**src/rtl/dech_seq.sv**
```systemverilog
// Parametrised select decoder: registered one-hot output with enable hold-off stretch,
// stepped scan mode and wrap pulse. Define DECH_SEQ_ONEHOT_CHK_EN to add the sticky err checker.
module dech_seq #(
    parameter int SEL_W = 3,
    parameter int HOLD  = 2
) (
    input  logic                    clk,
    input  logic                    resetl,
    input  logic                    en,
    input  logic                    mode,
    input  logic [SEL_W-1:0]        sel,
    input  logic                    load,
    input  logic                    step,
    input  logic                    dir,
    output logic [(1<<SEL_W)-1:0]   q,
    output logic [SEL_W-1:0]        cur,
    output logic                    active,
    output logic                    wrap
`ifdef DECH_SEQ_ONEHOT_CHK_EN
    ,
    output logic                    err
`endif
);

    localparam int OUT_N   = 1 << SEL_W;
    localparam int HOLD_M1 = (HOLD > 0) ? HOLD - 1 : 0;

    typedef enum logic [1:0] {S_OFF, S_ON, S_HOLD} state_t;

    state_t             state, state_next;
    logic [3:0]         hold_cnt, hold_cnt_next;
    logic [SEL_W-1:0]   idx, idx_next;
    logic               wrap_next;
    logic [OUT_N-1:0]   dec;

    // Index update; load beats step, and a step that crosses the end of the range flags wrap.
    always_comb begin
        idx_next  = idx;
        wrap_next = 1'b0;
        if (!mode || load) begin
            idx_next = sel;
        end else if (step) begin
            if (dir) begin
                idx_next  = idx - SEL_W'(1);
                wrap_next = (idx == '0);
            end else begin
                idx_next  = idx + SEL_W'(1);
                wrap_next = (idx == '1);
            end
        end
    end

    always_comb begin
        state_next    = state;
        hold_cnt_next = hold_cnt;
        case (state)
            S_OFF: if (en) state_next = S_ON;
            S_ON: begin
                if (!en) begin
                    if (HOLD > 0) begin
                        state_next    = S_HOLD;
                        hold_cnt_next = 4'(HOLD_M1);
                    end else begin
                        state_next = S_OFF;
                    end
                end
            end
            S_HOLD: begin
                if (en)
                    state_next = S_ON;
                else if (hold_cnt == 4'd0)
                    state_next = S_OFF;
                else
                    hold_cnt_next = hold_cnt - 4'd1;
            end
            default: state_next = S_OFF;
        endcase
    end

    for (genvar i = 0; i < OUT_N; i++) begin : g_dec
        assign dec[i] = (idx_next == SEL_W'(i));
    end

    always_ff @(posedge clk or negedge resetl) begin
        if (!resetl) begin
            state    <= S_OFF;
            hold_cnt <= 4'd0;
            idx      <= '0;
            q        <= '0;
            active   <= 1'b0;
            wrap     <= 1'b0;
        end else begin
            state    <= state_next;
            hold_cnt <= hold_cnt_next;
            idx      <= idx_next;
            q        <= (state_next != S_OFF) ? dec : '0;
            active   <= (state_next != S_OFF);
            wrap     <= wrap_next;
        end
    end

    assign cur = idx;

`ifdef DECH_SEQ_ONEHOT_CHK_EN
    // Guards against upsets in the output register itself: more than one line, or active with none.
    logic multi_hot;
    assign multi_hot = |(q & (q - OUT_N'(1)));

    always_ff @(posedge clk or negedge resetl) begin
        if (!resetl)
            err <= 1'b0;
        else if (multi_hot || (active && (q == '0)))
            err <= 1'b1;
    end
`endif

endmodule

```
**config.mk**
```make
export PLATFORM = sky130hd
export DESIGN_NAME = dech_seq
export DESIGN_NICKNAME = d
export VERILOG_FILES = /design/src/rtl/dech_seq.sv
export SDC_FILE = /design/constraint.sdc
export NUM_CORES = 1
export LEC_CHECK = 0
export ABC_AREA = 0
export CORE_MARGIN = 4
export CORE_UTILIZATION = 25
export CTS_CLUSTER_DIAMETER = 120
export DETAILED_ROUTE_END_ITERATION = 6
export GPL_TIMING_DRIVEN = 0
export SETUP_SLACK_MARGIN = 0.05
export SLEW_MARGIN = 20
export SYNTH_ARGS = -nofsm -noshare
export SYNTH_HDL_FRONTEND = slang
export SYNTH_SLANG_ARGS = --single-unit
export TNS_END_PERCENT = 50
```
**constraint.sdc**
```tcl
create_clock -name clk -period 1.7 [get_ports clk]
set_clock_uncertainty 0.05 [all_clocks]
set_input_delay 0.17 -clock clk [delete_from_list [all_inputs] [get_ports clk]]
set_output_delay 0.17 -clock clk [all_outputs]
set_load 0.1 [all_outputs]
```
==> results of run 1 <==
final timing paths:
path,end,slack [ps],cells past startpoint
max in group asynchronous,cur[1],690,1
worst min-delay path,hold_cnt[2],300,1
worst max register to register,q[2],-100,7
worst max-delay path,q[2],-100,7
min in group clk,wrap,430,3
worst min register to register,state[0],480,1
layer usage:
metal,GRT usage,routed length (um),part of all wire
met1,0.108,784,0.42
met3,0.0472,120,0.065
met5,0,0,0
met4,0.00759,0,0
met2,0.156,947,0.51
where the power goes:
group	leakage [nW]	internal (mW)	switching, mW
combinational	0.285	0.149	0.311
clock	0.0150	0.0911	0.124
sequential	0.244	0.497	0.0298
logic make-up (layout without fill, tap and decap cells):
group / after synthesis / in the layout
AO/OA/AOI/OAI: 7 / 7
XOR/XNOR: 4 / 4
adder cells (fa/ha/maj): 3 / 3
buffers and inverters: 9 / 38
flip-flops: 19 / 19
multiplexers: 2 / 2
AND/OR/NAND/NOR: 31 / 31
through the flow:
| stage | power [mW] | cells | setup TNS [ps] | setup slack [ps] |
|---|---|---|---|---|
| 2_1_floorplan | 0.848 | 75 | -1640 | -193 |
| 3_3_place_gp | 0.956 | 143 | -4050 | -461 |
| 3_5_place_dp | 0.962 | 143 | -4260 | -476 |
| 4_1_cts | 1.20 | 147 | -642 | -96.7 |
| 5_1_grt | 1.28 | 150 | -1200 | -145 |
| 6_report | 1.20 | 150 | -664 | -95.5 |
layout by cell type, fill, tap and decap left out, types with 2 or more instances in the layout:
cell,count
nor3_1,3
inv_1,4
dfrtp_1,17
dfrtp_4,2
xor2_1,3
clkdlybuf4s50_1,8
buf_4,3
nor2_1,3
nand2_1,2
nand3_1,3
clkbuf_4,3
inv_2,2
mux2_2,2
clkdlybuf4s15_2,13
ha_1,2
nor3b_1,2
inv_4,3
nor3_2,7
registers in the layout (all words and copies together) (netlist names):
name,count
active,1
cur,3
hold_cnt,4
q,8
state,2
wrap,1
cell type report:
class	instances	area, um^2
Inverter	9	41.3
Multi-Input combinational cell	47	428
Fill cell	351	2070
Sequential cell	19	483
Clock buffer	4	26.3
Timing Repair Buffer	25	258
Tap cell	46	57.6
what timing repair did:
action / 4_1_cts / 5_1_grt
setup buffers: 0 / 3
resized for setup: 47 / 6
endpoints found under the setup margin: 24 / 12
pin swaps: 1 / 2
==> results by group, run 1 <==
Outcome
  • Run status: finished, violations left
  • Failing checks: setup timing

Route
  • 1st-iter DRT viols: 6
  • Via density: 4.35
  • DRC Markers: 0
  • Per-cell routed wire length: 12.3 um
  • Drt first pass iters: 3
  • DRT antenna net count: 0
  • Overall routed net length: 1850 um
  • DR vias: 653

Cells and area
  • Diodes inserted: 0
  • Syn-to-layout area delta: 48.1%
  • Final Cell Area: 0.00129 mm^2
  • Final nets: 118
  • Layout Utilization: 0.385
  • Layout cells sized above 1: 0.452

Critical path
  • CP max stage delay: 450 ps
  • CP Capture Type: register
  • RR Startpoint: cur[1]
  • Critical path's most frequent cell: inv_4
  • Buffers & Inverters on Critical Path: 2
  • Worst setup SP type: register
  • Worst endpoint required time: 1820 ps
  • Worst-path fanout max: 5
  • Worst path cell trace: inv_4 > fa_2 > xnor2_2 > a211o_1 > and3_4 > inv_4 > nor3_2
  • Cell family with most CP delay: flip-flops
  • Slowest stage cell, crit path: dfrtp_4
  • Type of the worst setup path: register to register
  • Crit path arrival time: 1920 ps
  • Critical Path Source: cur[1]

Logic synthesis
  • Simple-gate portion of the synthesized area: 0.226
  • Ys async rst share: 1.00
  • Mapped Cells: 75
  • Largest family of logic cells by synthesized area: simple AND/OR/NAND/NOR gates
  • Synth Area in Compound Gates: 0.0731
  • Leading area contributor after synthesis: dfrtp_1
  • Seq cells post-synth: 19
  • Synthesized area: 873 um^2
  • Syn nets: 88
  • Register area share after synthesis: 0.544
  • Top_reg_cell synth: dfrtp_1
  • EDFF count, synth: 0
  • Ys Warns: 0
  • Syn_area_per_cell: 11.6 um^2
  • Top cells by count, synth: 19 x dfrtp_1, 10 x nor3_1, 9 x inv_1
  • Most common cell in the synthesized netlist: dfrtp_1
  • Synth Area in Adders: 0.0516
  • Post-synthesis cell type count: 29
  • Largest cells by area after synthesis: dfrtp_1 54%, nor3_1 5.7%, inv_1 3.9%
  • XOR/XNOR share of the synthesized area: 0.0401
  • Top cell type's share of synthesized area: 0.544
  • Mux contribution to synthesized area: 0.0258

Timing
  • Slew HR: 0.444
  • Max-slew violation count: 0
  • Final Hold Vio Count: 0
  • Peak Freq: 0.557 GHz
  • Hold Slack: 303 ps
  • Worst slew pin tran: 831 ps
  • Fin crit period: 1800 ps
  • Unrepaired setup endpoints after global routing: yes
  • Final worst slack: -95.5 ps
  • Crit share post-route: 1.06
  • Final setup fails: 8

Power and ir drop
  • Power per cell area: 928 mW/mm^2
  • P_leak: 0.544 nW
  • Peak VDD IR: 0.670 mV

Clock tree
  • Clk sink count: 19
  • CTS tree: yes
  • CTS Buffer Depth: 2
  • Worst skew pair latency: 280 ps
  • Clock-pin slew on the worst setup and hold paths: 100 ps
  • CTS Buf Count: 3
  • H-Tree Depth: 1
  • CTS root buf: clkbuf_4
  • Hold Buf Count CTS: 0

Placement
  • GPL Wtd Cong: 0.753
  • Port bufs: 22
  • Placed Instance Area: 0.00117 mm^2
  • Post-DP HPWL: 1300 um

Floorplan
  • Initial Utilization: 0.260
  • Core Rows: 21
  • Die width: 67.1 um
  • Die Area: 0.00450 mm^2
  • Die span in y: 67.1 um
  • CORE AREA: 0.00336 mm^2
  • Ports: 23

GRT
  • Total grt overflow: 0
  • GRT Util Overall: 0.0922
  • Largest net degree at the start of global routing: 20
  • Initial antenna violation count: 0
  • First-pass GRT wire length: 3120 um
  • Number of global-route vias before repair: 701

Run
  • Max-cap violations: 0

Worst hold path
  • Worst hold path class: input pin to asynchronous set/reset pin
(Power assumes the default switching activity.)
==> run 2: changes to the inputs <==
--- a/config.mk
+++ b/config.mk
@@ -11,6 +11,7 @@
 export CTS_CLUSTER_DIAMETER = 120
 export DETAILED_ROUTE_END_ITERATION = 6
 export GPL_TIMING_DRIVEN = 0
+export MAX_ROUTING_LAYER = met4
 export SETUP_SLACK_MARGIN = 0.05
 export SLEW_MARGIN = 20
 export SYNTH_ARGS = -nofsm -noshare
==> run 2 against run 1 <==
Against the previous run: the run still ends with setup timing left; non-clock buffer count stayed put; worst hold slack hardly changed; sequential share of layout area stayed put; first-iteration DRC count stayed put; clock-buffer cell count stayed put; sequential cell count stayed put; worst setup slack hardly changed; register-to-register slack hardly changed; die area stayed put; sequential power hardly changed; power hardly changed; clock power hardly changed; highest routed layer unchanged.
==> results by group, run 2 (synthesis results as in run 1) <==
Critical path
  • CP max stage delay: 450 ps (about the same)
  • Critical path's most frequent cell: inv_4 (unchanged)
  • Slowest stage cell, crit path: dfrtp_4 (unchanged)
  • Type of the worst setup path: register to register (unchanged)
  • Worst endpoint required time: 1820 ps (about the same)
  • Worst Reg-to-Reg Cells: 7 (unchanged)
  • CP Depth: 7 (unchanged)
  • CP Capture Type: register (unchanged)
  • Buffers & Inverters on Critical Path: 2 (unchanged)
  • Worst path cell trace: inv_4 > fa_2 > xnor2_2 > a211o_1 > and3_4 > inv_4 > nor3_2 (unchanged)
  • Worst-path fanout max: 5 (unchanged)
  • Worst setup SP type: register (unchanged)
  • Crit path arrival time: 1920 ps (about the same)
  • Cell family with most CP delay: flip-flops (unchanged)

Placement
  • Port bufs: 22 (unchanged)
  • Post-Place Cells: 143 (unchanged)
  • GPL Wtd Cong: 0.763 (was 0.753)
  • Post-DP HPWL: 1300 um (unchanged)

Timing
  • Hold Slack: 303 ps (about the same)
  • Crit share post-route: 1.06 (about the same)
  • Peak Freq: 0.557 GHz (about the same)
  • Fin crit period: 1800 ps (about the same)
  • Final setup fails: 8 (unchanged)
  • Final worst slack: -95.5 ps (about the same)
  • Max-slew violation count: 0 (unchanged)
  • Worst slew pin tran: 831 ps (about the same)
  • Unrepaired setup endpoints after global routing: yes (unchanged)
  • Final Hold Vio Count: 0 (unchanged)
  • Slew HR: 0.444 (about the same)

Cells and area
  • # fillers: 351 (unchanged)
  • Biggest register: q (unchanged)
  • Non-filler cells, final: 150 (unchanged)
  • Most frequent cells in the layout: 17 x dfrtp_1, 13 x clkdlybuf4s15_2, 8 x clkdlybuf4s50_1 (unchanged)
  • Final nets: 118 (unchanged)
  • Syn-to-layout area delta: 48.1% (unchanged)
  • Layout cells sized above 1: 0.452 (unchanged)
  • Diodes inserted: 0 (unchanged)
  • Commonest non-fill, non-tap cell in the layout: dfrtp_1 (unchanged)
  • Layout Utilization: 0.385 (unchanged)
  • Number of flip-flops in the largest register: 8 (unchanged)

Clock tree
  • CTS Buf Count: 3 (unchanged)
  • CTS root buf: clkbuf_4 (unchanged)
  • Worst skew pair latency: 290 ps (was 280 ps)
  • CTS tree: yes (unchanged)
  • Clk sink count: 19 (unchanged)
  • Clock-pin slew on the worst setup and hold paths: 100 ps (about the same)
  • H-Tree Depth: 1 (unchanged)
  • CTS Buffer Depth: 2 (unchanged)
  • Hold Buf Count CTS: 0 (unchanged)

Route
  • Drt first pass iters: 3 (unchanged)
  • DRC Markers: 0 (unchanged)
  • Via density: 4.35 (unchanged)
  • Per-cell routed wire length: 12.3 um (unchanged)
  • Top sig layer: met3 (unchanged)
  • DRT antenna net count: 0 (unchanged)
  • DR vias: 653 (unchanged)
  • Wl on met1: 799 um (was 784 um)
  • Wire length on met2: 947 um (unchanged)
  • Overall routed net length: 1850 um (unchanged)
  • Met3 wire length: 105 um (was 120 um)
  • 1st-iter DRT viols: 6 (unchanged)

Outcome
  • Run status: finished, violations left (unchanged)
  • Failing checks: setup timing (unchanged)

GRT
  • Number of global-route vias before repair: 701 (unchanged)
  • GRT Util Overall: 0.0948 (was 0.0922)
  • First-pass GRT wire length: 3120 um (unchanged)
  • Total grt overflow: 0 (unchanged)
  • Initial antenna violation count: 0 (unchanged)
  • Largest net degree at the start of global routing: 20 (unchanged)

Floorplan
  • CORE AREA: 0.00336 mm^2 (unchanged)
  • Core Rows: 21 (unchanged)
  • Ports: 23 (unchanged)
  • Die Area: 0.00450 mm^2 (unchanged)
  • Die span in y: 67.1 um (unchanged)
  • Initial Utilization: 0.260 (unchanged)
  • Die width: 67.1 um (unchanged)

Run
  • Max-cap violations: 0 (unchanged)

Power and ir drop
  • Power per cell area: 928 mW/mm^2 (about the same)
  • Peak VDD IR: 0.670 mV (about the same)
  • P_leak: 0.544 nW (unchanged)

Worst hold path
  • Worst hold path class: input pin to asynchronous set/reset pin (unchanged)
==> run 2: cell counts in the layout (fill, tap and decap cells not counted) <==
Identical to the previous run, type by type.
==> run 2: metrics by stage <==
| stage | TNS (ps) | power, mW | setup slack (ps) | area (um^2) |
|---|---|---|---|---|
| global placement | -4050 | 0.956 | -461 | 1170 |
| CTS | -642 | 1.20 | -96.7 | 1240 |
| finish | -664 | 1.20 | -95.5 | 1290 |
| floorplan | -1640 | 0.848 | -193 | 895 |
| global route | -1200 | 1.28 | -145 | 1290 |
| detailed placement | -4260 | 0.962 | -476 | 1170 |
==> run 2: final cells by class <==
class                   count  area, um^2  area share
clock buffers               4        26.3      0.0203
inverters                   9        41.3      0.0319
multi-input cells          47         428       0.331
flip-flops and latches     19         483       0.373
well taps                  46        57.6      0.0445
repair buffers             25         258       0.199
==> run 2: layer usage <==
metal,vias up,track usage
li1,316,-
met1,322,0.110
met2,15,0.156
met3,0,0.0438
met4,0,0.00759
met5,-,-
==> run 2: report_power, final <==
group / internal [mW] / leakage (nW) / switching [mW] / total [mW]
logic: 0.149 / 0.285 / 0.311 / 0.459
registers: 0.497 / 0.244 / 0.0298 / 0.527
clock network: 0.0911 / 0.0150 / 0.124 / 0.215
total: 0.737 / 0.544 / 0.465 / 1.20
==> run 2: worst reg2reg max path: cells and delay by family (launching register included) <==
family	cells	cell delay, ps
AOI/OAI and AO/OA	1	300
xor gates and xnor gates	1	160
adders and majority gates	1	370
buffers and inverters	2	130
DFF	1	450
and+or+nand+nor	2	230
==> run 2: path summary, 6_finish.rpt <==
path / start / end / slack, ps
min in group clk: dir / wrap / 430
worst min-delay path: resetl / hold_cnt[2] / 300
worst min register to register: state[0] / state[0] / 480
worst max-delay path: cur[1] / q[2] / -100
max in group asynchronous: resetl / cur[1] / 690
worst max register to register: cur[1] / q[2] / -100
==> run 2: what timing repair did <==
item	CTS	global route
setup buffers	0	3
gates cloned	0	0
gates resized for setup	47	6
setup endpoints to repair	24	12
hold endpoints to repair	0	0
pin swaps	1	2
